## src/rtl/image_link_pkg.sv

```systemverilog
// rtl/image_link_pkg.sv - wire-format constants and types shared by image_receiver and image_sender
package image_link_pkg;

  localparam int          NUM_PIXELS  = 76800;
  localparam logic [11:0] START_PIXEL = 12'h00A;

  typedef logic [11:0] pixel_t;

  typedef enum logic [1:0] {HUNT, RECV, DONE} frame_state_t;

endpackage

```

## src/rtl/uart_rx.sv

```systemverilog
// rtl/uart_rx.sv - 8N1 UART receiver with input synchroniser, start-bit glitch rejection and stop-bit check
module uart_rx #(
  parameter int CLK_FREQ  = 50_000_000,
  parameter int BAUD_RATE = 115200
) (
  input  logic       clk,
  input  logic       rst_n,
  input  logic       uart_in,
  output logic [7:0] byte_data,
  output logic       byte_valid,
  output logic       frame_err
);

  localparam int CLKS_PER_BIT = CLK_FREQ / BAUD_RATE;
  localparam int HALF_BIT     = CLKS_PER_BIT / 2;
  localparam int CW           = (CLKS_PER_BIT > 1) ? $clog2(CLKS_PER_BIT) : 1;

  typedef enum logic [1:0] {RX_IDLE, RX_START, RX_DATA, RX_STOP} rx_state_t;

  rx_state_t       state;
  logic [2:0]      sync;
  logic [CW-1:0]   cnt;
  logic [2:0]      bit_idx;
  logic [7:0]      shreg;
  logic            rx;
  logic            fall;

  // sync[2] is the previous synchronised sample, used only for edge detection
  assign rx   = sync[1];
  assign fall = sync[2] & ~sync[1];

  always_ff @(posedge clk or negedge rst_n) begin
    if (!rst_n) begin
      sync <= 3'b111;
    end else begin
      sync <= {sync[1:0], uart_in};
    end
  end

  always_ff @(posedge clk or negedge rst_n) begin
    if (!rst_n) begin
      state      <= RX_IDLE;
      cnt        <= '0;
      bit_idx    <= '0;
      shreg      <= '0;
      byte_data  <= '0;
      byte_valid <= 1'b0;
      frame_err  <= 1'b0;
    end else begin
      byte_valid <= 1'b0;
      frame_err  <= 1'b0;
      case (state)
        RX_IDLE: begin
          cnt     <= '0;
          bit_idx <= '0;
          if (fall) state <= RX_START;
        end
        RX_START: begin
          if (cnt == CW'(HALF_BIT - 1)) begin
            cnt   <= '0;
            state <= rx ? RX_IDLE : RX_DATA;
          end else begin
            cnt <= cnt + CW'(1);
          end
        end
        RX_DATA: begin
          if (cnt == CW'(CLKS_PER_BIT - 1)) begin
            cnt     <= '0;
            shreg   <= {rx, shreg[7:1]};
            bit_idx <= bit_idx + 3'd1;
            if (bit_idx == 3'd7) state <= RX_STOP;
          end else begin
            cnt <= cnt + CW'(1);
          end
        end
        RX_STOP: begin
          if (cnt == CW'(CLKS_PER_BIT - 1)) begin
            cnt   <= '0;
            state <= RX_IDLE;
            if (rx) begin
              byte_data  <= shreg;
              byte_valid <= 1'b1;
            end else begin
              frame_err <= 1'b1;
            end
          end else begin
            cnt <= cnt + CW'(1);
          end
        end
        default: state <= RX_IDLE;
      endcase
    end
  end

endmodule

```

## src/rtl/image_receiver.sv

```systemverilog
// rtl/image_receiver.sv - pairs UART bytes into RGB444 pixels, hunts for the start marker and writes a frame to RAM
module image_receiver #(
  parameter int          CLK_FREQ       = 50_000_000,
  parameter int          BAUD_RATE      = 115200,
  parameter int          NUM_PIXELS     = image_link_pkg::NUM_PIXELS,
  parameter logic [11:0] START_PIXEL    = image_link_pkg::START_PIXEL,
  parameter int          TIMEOUT_CYCLES = 200_000
) (
  input  logic        clk,
  input  logic        rst_n,
  input  logic        uart_in,
  output logic        wr_en,
  output logic [16:0] wr_addr,
  output logic [11:0] wr_data,
  output logic        frame_done,
  output logic        frame_error,
  output logic        busy
);

  import image_link_pkg::*;

  localparam int AW = (NUM_PIXELS > 1) ? $clog2(NUM_PIXELS) : 1;
  localparam int TW = $clog2(TIMEOUT_CYCLES + 1);

  logic [7:0]    byte_data;
  logic          byte_valid;
  logic          frame_err;
  frame_state_t  state;
  logic          phase_low;
  logic [3:0]    hi_nib;
  logic [AW-1:0] count;
  logic [TW-1:0] idle_cnt;
  pixel_t        pixel;
  logic          nib_ok;
  logic          timeout_hit;
  logic          recv_abort;

  uart_rx #(
    .CLK_FREQ  (CLK_FREQ),
    .BAUD_RATE (BAUD_RATE)
  ) u_rx (
    .clk        (clk),
    .rst_n      (rst_n),
    .uart_in    (uart_in),
    .byte_data  (byte_data),
    .byte_valid (byte_valid),
    .frame_err  (frame_err)
  );

  assign pixel       = {hi_nib, byte_data};
  assign nib_ok      = (byte_data[7:4] == 4'h0);
  assign timeout_hit = (idle_cnt == TW'(TIMEOUT_CYCLES - 1));
  // A byte arriving on the timeout cycle wins; a bad high byte mid-frame is fatal
  assign recv_abort  = frame_err || (byte_valid && !phase_low && !nib_ok) ||
                       (!byte_valid && timeout_hit);

  always_ff @(posedge clk or negedge rst_n) begin
    if (!rst_n) begin
      state       <= HUNT;
      phase_low   <= 1'b0;
      hi_nib      <= '0;
      count       <= '0;
      idle_cnt    <= '0;
      wr_en       <= 1'b0;
      wr_addr     <= '0;
      wr_data     <= '0;
      frame_done  <= 1'b0;
      frame_error <= 1'b0;
      busy        <= 1'b0;
    end else begin
      wr_en       <= 1'b0;
      frame_done  <= 1'b0;
      frame_error <= 1'b0;
      case (state)
        HUNT: begin
          if (frame_err) begin
            phase_low <= 1'b0;
          end else if (byte_valid) begin
            if (!phase_low) begin
              if (nib_ok) begin
                hi_nib    <= byte_data[3:0];
                phase_low <= 1'b1;
              end
            end else begin
              phase_low <= 1'b0;
              if (pixel == START_PIXEL) begin
                state    <= RECV;
                count    <= '0;
                idle_cnt <= '0;
                busy     <= 1'b1;
              end
            end
          end
        end
        RECV: begin
          if (recv_abort) begin
            frame_error <= 1'b1;
            busy        <= 1'b0;
            state       <= HUNT;
            phase_low   <= 1'b0;
          end else if (byte_valid) begin
            idle_cnt <= '0;
            if (!phase_low) begin
              hi_nib    <= byte_data[3:0];
              phase_low <= 1'b1;
            end else begin
              phase_low <= 1'b0;
              wr_en     <= 1'b1;
              wr_addr   <= 17'(count);
              wr_data   <= pixel;
              count     <= count + AW'(1);
              if (count == AW'(NUM_PIXELS - 1)) state <= DONE;
            end
          end else begin
            idle_cnt <= idle_cnt + TW'(1);
          end
        end
        DONE: begin
          frame_done <= 1'b1;
          busy       <= 1'b0;
          phase_low  <= 1'b0;
          state      <= HUNT;
        end
        default: state <= HUNT;
      endcase
    end
  end

endmodule
```

## config.mk

```make
export PLATFORM = sky130hd
export DESIGN_NAME = image_receiver
export DESIGN_NICKNAME = d
export VERILOG_FILES = /design/src/rtl/image_link_pkg.sv /design/src/rtl/uart_rx.sv /design/src/rtl/image_receiver.sv
export SDC_FILE = /design/constraint.sdc
export NUM_CORES = 1
export LEC_CHECK = 0
export ABC_CLOCK_PERIOD_IN_PS = 3100
export BUFFER_PORTS_ARGS = -buffer_cell sky130_fd_sc_hd__buf_2
export CAP_MARGIN = 10
export CORE_MARGIN = 3
export CORE_UTILIZATION = 50
export CTS_BUF_LIST = sky130_fd_sc_hd__clkbuf_4 sky130_fd_sc_hd__clkbuf_8 sky130_fd_sc_hd__clkbuf_16
export CTS_CLUSTER_DIAMETER = 150
export CTS_CLUSTER_SIZE = 24
export DETAILED_ROUTE_END_ITERATION = 12
export GPL_TIMING_DRIVEN = 0
export PLACE_DENSITY = 0.68
export SLEW_MARGIN = 15
export SYNTH_ARGS = -nofsm -noshare
export SYNTH_HDL_FRONTEND = slang
export SYNTH_HIERARCHICAL = 1
export SYNTH_SLANG_ARGS = --single-unit
```

## constraint.sdc

```tcl
create_clock -name clk -period 3.1 [get_ports clk]
set_clock_uncertainty 0.1 [all_clocks]
set_input_delay 0.93 -clock clk [delete_from_list [all_inputs] [get_ports clk]]
set_output_delay 0.93 -clock clk [all_outputs]
set_load 0.02 [all_outputs]
```

-- Word-level counts from Yosys, hierarchy flattened
Cells that the tools add are included.
- muxes and demuxes: 71
- add/sub/neg operators: 4
- bitwise operators: 3
- reduce and logical (&&, ||, !) cells: 26
- eq/ne operators: 31
- operators by type and width (cell ; number):
    17-bit two-way mux ; 7
    18-bit two-way mux ; 6
    18-bit case mux with 2 select lines ; 1
    17-bit case mux with 2 select lines ; 1
    2-bit two-way mux ; 14
    4-bit two-way mux ; 7
    9-bit case mux with 3 select lines ; 1
    1-bit two-way mux ; 25
    18-bit by 1-bit adder with 18-bit output (second input constant) ; 1
    18-bit == test (second input constant) ; 1
    9-bit two-way mux ; 2
    2-bit != test (second input constant) ; 9
    17-bit by 1-bit adder with 17-bit output (second input constant) ; 1
    17-bit == test (second input constant) ; 1
    8-bit AND reduction ; 2
    2-bit by 1-bit != test with 1-bit output (second input constant) ; 7
    12-bit by 4-bit == test with 1-bit output (second input constant) ; 1
    6-bit AND reduction ; 2
    9-bit by 1-bit adder with 9-bit output (second input constant) ; 1
    9-bit by 8-bit == test with 1-bit output (second input constant) ; 1
    9-bit == test (second input constant) ; 1
    2-bit case mux with 4 select lines ; 1
    4-bit case mux with 2 select lines ; 1
    7-bit AND reduction ; 1
    25 further kinds ; 40
- register bits: 110
- input bits: 3
- output and inout bits: 33
- logic and storage cells: 154

-- Depth between registers and ports, before layout
Gate-level depths: netlist of run 1.
- word-level depth: 7
- gate-level depth with buffers: 10
- gate-level depth less buffers: 8

-- Modules after synthesis
The synthesis of run 1 kept the hierarchy.
- by module, submodules not included (module ; sequential area each (um2) ; area an instance (um2) ; cells each ; times used):
    image_receiver ; 1876.8 ; 3701.0 ; 408 ; 1
    uart_rx ; 879.6 ; 1611.5 ; 121 ; 1

-- Worst setup path after synthesis of run 1
No wires, ideal clock.
- path kind: reg2reg
- start point: register state[1] (netlist name)
- end point: register idle_cnt[11]
- cell stages (with the launch flop): 10
- arrival: 1990 ps
- path buffers: 2
- clock period less this slack: 2167 ps
- data required time: 2923 ps
- setup time: 77 ps
- path slack: 933 ps
- path through: dfrtp_1 inv_1 ha_1 clkbuf_1 inv_1 o31ai_2 nand3_2 clkbuf_2 or4_1 a21oi_1
- RTL lines (element ; RTL line ; source):
    to (signal assigned) ; image_receiver.sv:115 ; idle_cnt <= idle_cnt + TW'(1);
    to (decl) ; image_receiver.sv:32 ; logic [TW-1:0] idle_cnt;

==> qor.csv, run 1 <==
metric,value,unit
outcome,completed,
Crit path max-delay family,buffers and inverters,
wire length per cell,15.50,um
Port Buffers,35,
die height,109.1,um
Critical Path Sink Type,flip-flop,
Initial Util,51.46,%
"CTS clk-pin slew, worst paths",110,ps
Net Switching,0.0006834,W
Pint,0.001856,W
power density over the cells,430.9,mW/mm^2
"area leader, netlist",dfrtp_1,
syn_area_per_cell,10.04,sq um
Clk pwr share,34.2,%
f_max,0.3596,GHz
combinational power share,6.0,%
# clock sinks,110,
top cell type's share of synthesized area,50.40,%
MaxCap Viol Count,0,
WP data arrival,2960,ps
WP data required,3280,ps
Final setup viols,0,
Hold Buf Count CTS,0,
Filler Cell Count,913,
fin crit share,89.70,%
number of enable flip-flop cells after synthesis,0,
Synth area leaders,"dfrtp_1 (50%), nand2_1 (8.8%), o21ai_0 (2.6%), ha_1 (2.6%), o31ai_1 (2.5%)",
final hold vios,0,
core region area,0.01032,sq mm
CP cell instances,inv_1 > ha_1 > clkbuf_1 > nand4b_1 > inv_1 > o21ai_0 > clkbuf_1 > o41ai_1,
CP startpoint kind,flip-flop,
vias,4111,
critical path type,reg -> reg,
Vias/cell,5.734,
highest-delay cell along the critical path,dfrtp_1,
#FFs+latches synth,110,
DR pass1 iterations,5,
clock latency on the worst-skew pair,390,ps
Final Max Tran Viols,0,
Mapped Area,0.005313,sq mm
post-CTS resize count,0,
hpwl dp,7671,um
Slew HR,52.52,%
CP max FO,10,
Total Routed Length,11110,um
Total Neg Setup Slack,0,ps
worst slew pin tran,707.5,ps
RSZ-0062 raised after global routing,no,
"top cells by count, synth","nand2_1 (124), dfrtp_1 (107), o21ai_0 (28)",
Unique masters post-synth,71,
Overall Global Routing Usage,19.71,%
CP bufs+invs,4,
layout cell share with drive strength beyond 1,17.38,%
post-synthesis net count,543,
share of power burned in registers,59.8,%
hold crit path type,reg -> reg,
Longest Clk Path Bufs,2,
worst vdd ir,0.0002433,V
Syn Inst Count,529,
register area share after synthesis,51.88,%
most common cell in the netlist,nand2_1,
die width,109.1,um
H-tree levels,3,
Num CTS Buffers,9,
slowest cell delay on critical path,420,ps
first-pass GRT wire length,18770,um
Switching Fraction,26.92,%
largest net degree at the start of global routing,73,
vias in the first global route,3897,
Hold Slack,264.8,ps
"Primary FF master, synth",dfrtp_1,
fin nets,590,
# Post-CTS Setup Buffers,0,
n_diodes,0,
root buffer cell,clkbuf_8,
Layout area overhead,10.90,%
post-synthesis async set-or-reset flop share,100.0,%
DRC violations left,0,
Die ar.,0.01190,sq mm
initial antenna violation count,0,
# IOs,36,
Post-DRT Antenna Nets,0,
Iter 0 DRT Violations,293,
total gr overflow,0,
routability cong.,0.8534,
P_leak,2.847,nW
TritonCTS clock tree,done,
final critical-path required period,2781,ps
Yosys warnings,6,
num rows,37,
-- final cells by class --
type                    count  area (sq um)  share of cell area (%)
inverters                  12         45.04                  0.7645
flip-flops and latches    110          2756                   46.78
clock inverters             7         76.32                   1.295
multi-input cells         385          2411                   40.92
repair buffers             36         209.0                   3.546
clock buffers               9         123.9                   2.102
well taps                 136         170.2                   2.888
plain buffers              22         100.1                   1.699
-- flip-flops by register name, indices dropped and copies added (netlist names), 2 cells and up, named ones only --
signal	count
count	17
hi_nib	4
idle_cnt	18
state	2
u_rx/bit_idx	3
u_rx/byte_data	8
u_rx/cnt	9
u_rx/shreg	8
u_rx/sync	3
wr_addr	17
wr_data	12
-- per-stage QoR --
step	std cells	worst slack (ps)	total power (W)	utilization, %	instance area [sq um]
2_1_floorplan	529	933.0	0.001633	-	5313
3_3_place_gp	700	-242.5	0.001688	54.81	5658
3_5_place_dp	701	294.9	0.001700	55.13	5692
4_1_cts	717	280.8	0.002569	57.07	5892
5_1_grt	717	122.4	0.002650	57.07	5892
6_report	717	319.4	0.002539	57.07	5892
-- cells in the final DEF, fill, tap and decap left out, types with 3 or more instances in the layout --
cell / instances
buf_2: 38
nand2b_1: 6
nor4b_1: 4
o21ai_0: 28
a211oi_1: 3
o211ai_1: 6
o41ai_1: 4
nand3_1: 19
or4_1: 15
nand4_1: 4
nor2_1: 22
dfrtp_1: 107
nor3_1: 6
mux2_2: 12
nand2_1: 124
nor2b_1: 3
dfstp_2: 3
mux2_4: 8
ha_1: 11
inv_8: 3
a22oi_1: 4
a21oi_1: 20
a31oi_1: 4
xor2_1: 3
clkbuf_8: 9
inv_1: 12
and3_1: 3
or3_1: 6
nor4_1: 4
clkbuf_1: 13
o31ai_1: 18
-- cells by family (layout without fill, tap and decap cells) --
group	Yosys count	in the layout	synth area share [%]
adders and majority gates	11	11	2.591
buffers and inverters	34	86	2.732
DFF	110	110	51.88
and+or+nand+nor	243	243	23.98
xor gates and xnor gates	5	5	0.8245
AOI/OAI and AO/OA	104	104	12.81
muxes	22	22	5.181
-- path summary, 6_finish.rpt --
path                         startpoint      endpoint  slack, ps  depth (start not counted)
min in group asynchronous         rst_n    wr_data[5]        310                          1
setup reg to reg               state[1]     count[13]        320                          8
hold reg to reg            u_rx/sync[0]  u_rx/sync[1]        260                          0
setup / recovery               state[1]     count[13]        320                          8
hold / removal             u_rx/sync[0]  u_rx/sync[1]        260                          0
max in group asynchronous         rst_n  u_rx/sync[0]       1870                          2
-- power groups by stage --
stage,sequential [W],combinational (W),clock [W]
floorplan,0.00153,0.000101,0
global placement,0.00154,0.000146,0
detailed placement,0.00154,0.000156,0
CTS,0.00152,0.000157,0.000895
global route,0.00153,0.000176,0.000949
finish,0.00152,0.000152,0.000869
-- routing by layer --
metal	up-vias	wire [um]	global-route usage [%]	part of all wire, %
met4	0	214	8.296	1.9
li1	1999	-	-	-
met1	2019	5269	26.62	47
met3	13	445	3.020	4.0
met5	-	0	0	0
met2	80	5180	31.67	47
No activity file was read; power rests on OpenSTA's default activity.
==> run 2, diff against run 1 <==
Settings changed: PLACE_DENSITY 0.68 to 0.67.
==> run 2 against run 1 <==
Compared with the run above:
- register-to-register slack improved by 210 ps
- cell count grew 0.42%
- critical path type unchanged
- utilization increased by 0.50 points
- worst hold slack got worse by 1.9 ps
- sequential share of layout area is 0.40 points lower
- largest power group unchanged
- maximum frequency increased by 8.2%
- die area unchanged
- combinational power barely moved
- largest cell class unchanged
- critical endpoint is now count[14]
- clock power increased by 13%
- setup slack better by 210 ps
- global-route usage rose by 0.13 points
- design area grew 0.87%
==> qor.csv, run 2 (synthesized netlist as in run 1, its figures left out) <==
metric,value,unit,change
MaxCap Viol Count,0,,unchanged
die width,109.1,um,unchanged
TritonCTS clock tree,done,,
root buffer cell,clkbuf_8,,
layout cell share with drive strength beyond 1,17.81,%,+0.42 points
H-tree levels,3,,unchanged
DR pass1 iterations,4,,-1
final hold vios,0,,unchanged
Filler Cell Count,886,,-3.0%
worst slew pin tran,672.6,ps,-34.87 ps
FF-to-FF Start,state[1],,
CP startpoint kind,flip-flop,,
Iter 0 DRT Violations,253,,-14%
clock latency on the worst-skew pair,380,ps,about the same
Port Buffers,35,,unchanged
worst vdd ir,0.0002254,V,-7.4%
# IOs,36,,unchanged
Critical Path Sink Type,flip-flop,,
hold crit path type,reg -> reg,,
"most common cell after layout, fill and taps aside",nand2_1,,
total gr overflow,0,,unchanged
fin worst setup slack,529.8,ps,+210.3 ps
fin nets,593,,+0.51%
vias,4111,,unchanged
Total Routed Length,11070,um,-0.36%
Longest Clk Path Bufs,2,,unchanged
pre-CTS WS,362.3,ps,+67.40 ps
P_leak,2.874,nW,+0.96%
met2 GRT Util,31.18,%,-0.48 points
Largest Register,idle_cnt,,
Layout area overhead,11.87,%,
Die ar.,0.01190,sq mm,unchanged
num rows,37,,unchanged
vias in the first global route,3933,,+0.92%
"CTS clk-pin slew, worst paths",100,ps,about the same
# clock sinks,110,,unchanged
max FFs per register,18,,unchanged
Num CTS Buffers,9,,unchanged
r2r worst-path depth,9,,+1
post-CTS resize count,0,,unchanged
Initial Util,51.46,%,unchanged
first-pass GRT wire length,18820,um,+0.26%
Vias/cell,5.710,,-0.42%
global-route met3 utilization,2.368,%,-0.65 points
Overall Global Routing Usage,19.84,%,+0.13 points
Largest regs,"idle_cnt x18, count x17, wr_addr x17",,
GR peak layer,met2,,
WP data arrival,2750,ps,-210 ps
outcome,completed,,
Worst Min Path Start,u_rx/sync[0],,
CP startpoint,state[1],,
Post-DRT Antenna Nets,0,,unchanged
largest net degree at the start of global routing,61,,-16%
grt met1 use,27.60,%,+0.98 points
Slew HR,54.86,%,+2.3 points
Hold Buf Count CTS,0,,unchanged
most frequent cells in the layout,"nand2_1 (124), dfrtp_1 (107), buf_2 (38)",,
Total Neg Setup Slack,0,ps,unchanged
Cells on Worst Hold Path,0,,unchanged
WP data required,3280,ps,about the same
RSZ-0062 raised after global routing,no,,
hpwl dp,7749,um,+1.0%
Util after Layout,57.57,%,+0.50 points
die height,109.1,um,unchanged
# Post-CTS Setup Buffers,0,,unchanged
Final setup viols,0,,unchanged
critical path type,reg -> reg,,
Final Max Tran Viols,0,,unchanged
initial antenna violation count,0,,unchanged
core region area,0.01032,sq mm,unchanged
fin crit share,82.91,%,-6.8 points
final critical-path required period,2570,ps,-210.3 ps
DRC violations left,0,,unchanged
power density over the cells,446.7,mW/mm^2,+3.7%
routability cong.,0.8324,,-2.5%
wire length per cell,15.38,um,-0.78%
CP max FO,10,,unchanged
f_max,0.3891,GHz,+8.2%
n_diodes,0,,unchanged
-- run 2: worst max-delay path, stage by stage (launching register included) --
cell      delay (ps)
dfrtp_1          420
inv_1             90
ha_1             130
clkbuf_1         250
nand2b_1         310
nand2_1           80
o21ai_1          370
clkbuf_1         430
o21ai_0          180
o31ai_1          100
-- run 2: layer usage --
metal | vias to the layer above | wire length (um) | part of all wire, %
met3 | 13 | 359 | 3.2
met5 | - | 0 | 0
met2 | 84 | 5171 | 47
met1 | 2012 | 5369 | 49
met4 | 0 | 169 | 1.5
li1 | 2002 | - | -
-- run 2: through the flow --
stage | area (sq um) | instances | total power, W | hold slack, ps
6_report | 5943 | 720 | 0.002655 | 262.9
3_3_place_gp | 5658 | 700 | 0.001687 | 247.0
3_5_place_dp | 5692 | 701 | 0.001702 | 248.4
5_1_grt | 5943 | 720 | 0.002754 | 272.0
4_1_cts | 5921 | 717 | 0.002678 | 264.0
2_1_floorplan | 5313 | 529 | 0.001633 | 245.2
-- run 2: final timing paths --
| path | to | slack [ps] |
|---|---|---|
| max | count[14] | 530 |
| min | u_rx/sync[1] | 260 |
| max reg2reg | count[14] | 530 |
| min reg2reg | u_rx/sync[1] | 260 |
| max in group asynchronous | u_rx/sync[0] | 1840 |
| min in group asynchronous | wr_data[5] | 370 |
-- run 2: layout make-up --
type                    count  area [sq um]  area share (%)
clock inverters             6         91.34           1.537
plain buffers              22         100.1           1.684
well taps                 136         170.2           2.863
multi-input cells         385          2411           40.57
inverters                  12         45.04          0.7579
clock buffers              10         137.6           2.316
repair buffers             39         231.5           3.895
flip-flops and latches    110          2756           46.38
-- run 2: power breakdown --
group	leakage (nW)	switching, W	internal (W)
combinational	1.24	0.0000912	0.0000629
sequential	1.52	0.0000464	0.00147
clock	0.117	0.000500	0.000483
total	2.87	0.000638	0.00202
==> run 3, diff against run 2 <==
Settings changed: ABC_CLOCK_PERIOD_IN_PS 3100 to 2500.
Clock period 3.1 ns to 2.5 ns, I/O delays scaled along.
==> run 3 against run 2 <==
Compared with the run above:
- routed wire length rose by 1.2%
- total power rose by 24%
- critical endpoint is now idle_cnt[9]
- sequential power rose by 24%
- sequential cell count did not move
- utilization rose by 0.51 points
==> qor.csv, run 3 (synthesized netlist as in run 1, its figures left out) <==
metric,value,unit,change
worst slew pin tran,679.7,ps,+7.093 ps
MaxCap Viol Count,0,,unchanged
n_diodes,0,,unchanged
die height,109.1,um,unchanged
Largest regs,"idle_cnt x18, count x17, wr_addr x17",,
root buffer cell,clkbuf_8,,
f_max,0.4180,GHz,+7.4%
WP data arrival,2600,ps,-150 ps
wire length per cell,15.52,um,+0.94%
layout cell share with drive strength beyond 1,19.28,%,+1.5 points
highest-delay cell along the critical path,or4_1,,
Port Buffers,35,,unchanged
CP cell instances,nor4_4 > and4_4 > or2b_4 > nand3_2 > buf_2 > or4_1 > a21oi_2,,
worst vdd ir,0.0002763,V,+23%
CP startpoint kind,flip-flop,,
total gr overflow,0,,unchanged
final hold vios,0,,unchanged
Util after Layout,58.08,%,+0.51 points
Final setup viols,0,,unchanged
CP max FO,10,,unchanged
Vias/cell,5.691,,-0.33%
Total Neg Setup Slack,0,ps,unchanged
final critical-path required period,2392,ps,-177.8 ps
die width,109.1,um,unchanged
hpwl dp,7749,um,unchanged
RSZ-0062 raised after global routing,yes,,
P_leak,2.897,nW,+0.80%
TritonCTS clock tree,done,,
most frequent cells in the layout,"nand2_1 (124), dfrtp_1 (107), buf_2 (38)",,
Total Routed Length,11210,um,+1.2%
routability cong.,0.8324,,unchanged
critical path type,reg -> reg,,
Slew HR,54.38,%,-0.48 points
Overall Global Routing Usage,19.87,%,+0.025 points
Num CTS Buffers,9,,unchanged
Final Max Tran Viols,0,,unchanged
Initial Util,51.46,%,unchanged
fin crit share,95.70,%,+13 points
Die ar.,0.01190,sq mm,unchanged
max FFs per register,18,,unchanged
Post-DRT Antenna Nets,0,,unchanged
Largest Register,idle_cnt,,
# clock sinks,110,,unchanged
CP bufs+invs,1,,-2
# IOs,36,,unchanged
Hold Buf Count CTS,0,,unchanged
Longest Clk Path Bufs,2,,unchanged
fin nets,595,,+0.34%
num rows,37,,unchanged
Layout area overhead,12.86,%,
"most common cell after layout, fill and taps aside",nand2_1,,
Crit path max-delay family,simple AND/OR/NAND/NOR gates,,
slowest cell delay on critical path,490,ps,+60 ps
core region area,0.01032,sq mm,unchanged
Critical Path Sink Type,flip-flop,,
Iter 0 DRT Violations,232,,-8.3%
hold crit path type,in -> async,,
DR pass1 iterations,4,,unchanged
vias in the first global route,3924,,-0.23%
clock latency on the worst-skew pair,380,ps,about the same
outcome,completed,,
H-tree levels,3,,unchanged
power density over the cells,548.7,mW/mm^2,+23%
largest net degree at the start of global routing,61,,unchanged
first-pass GRT wire length,18850,um,+0.14%
"CTS clk-pin slew, worst paths",100,ps,about the same
DRC violations left,0,,unchanged
WP data required,2710,ps,-570 ps
vias,4109,,-0.049%
initial antenna violation count,0,,unchanged
[run 3: cell type report]
class                           instances  area, sq um
Fill cell                             880         4328
Inverter                               12        45.04
Sequential cell                       110         2756
Timing Repair Buffer                   42        254.0
Clock inverter                          6        91.34
Clock buffer                           10        137.6
Multi-Input combinational cell        385         2441
Buffer                                 21        100.1
Tap cell                              136        170.2
[run 3: path summary, 6_finish.rpt]
check	end	depth (start not counted)	from	slack, ps
hold reg to reg	u_rx/sync[1]	0	u_rx/sync[0]	260
hold / removal	wr_data[5]	1	rst_n	200
setup reg to reg	idle_cnt[9]	7	u_rx/byte_data[4]	110
min in group clk	u_rx/sync[1]	0	u_rx/sync[0]	260
max in group asynchronous	u_rx/sync[0]	2	rst_n	1420
setup / recovery	idle_cnt[9]	7	u_rx/byte_data[4]	110
[run 3: timing repair]
item / CTS / global route
setup buffers: 3 / 3
setup endpoints to repair: 11 / 24
pin swaps: 1 / 3
gates resized for setup: 1 / 9
[run 3: power by group]
part | total (W) | leakage (nW) | switching, W | internal [W]
Sequential | 0.00188 | 1.52 | 0.0000576 | 0.00182
Combinational | 0.000191 | 1.26 | 0.000113 | 0.0000782
Clock | 0.00122 | 0.117 | 0.000619 | 0.000599
Total | 0.00329 | 2.90 | 0.000789 | 0.00250
[run 3: metrics by stage]
step                instances  hold slack, ps  instance area (sq um)  worst slack, ps  power, W
floorplan                 529           245.2                   5313            333.0  0.002026
global placement          700           247.0                   5658           -667.6  0.002092
detailed placement        701           248.4                   5692           -237.7  0.002110
CTS                       719           204.9                   5941            51.20  0.003321
global route              722           213.6                   5996           -32.94  0.003415
finish                    722           199.8                   5996            107.6  0.003290
[run 3: metal layers]
metal	part of all wire, %	GRT usage (%)	up-vias
met5	0	0	-
met1	49	27.80	1999
met2	46	31.14	84
li1	-	-	2009
met4	1.8	8.747	0
met3	3.3	2.368	17
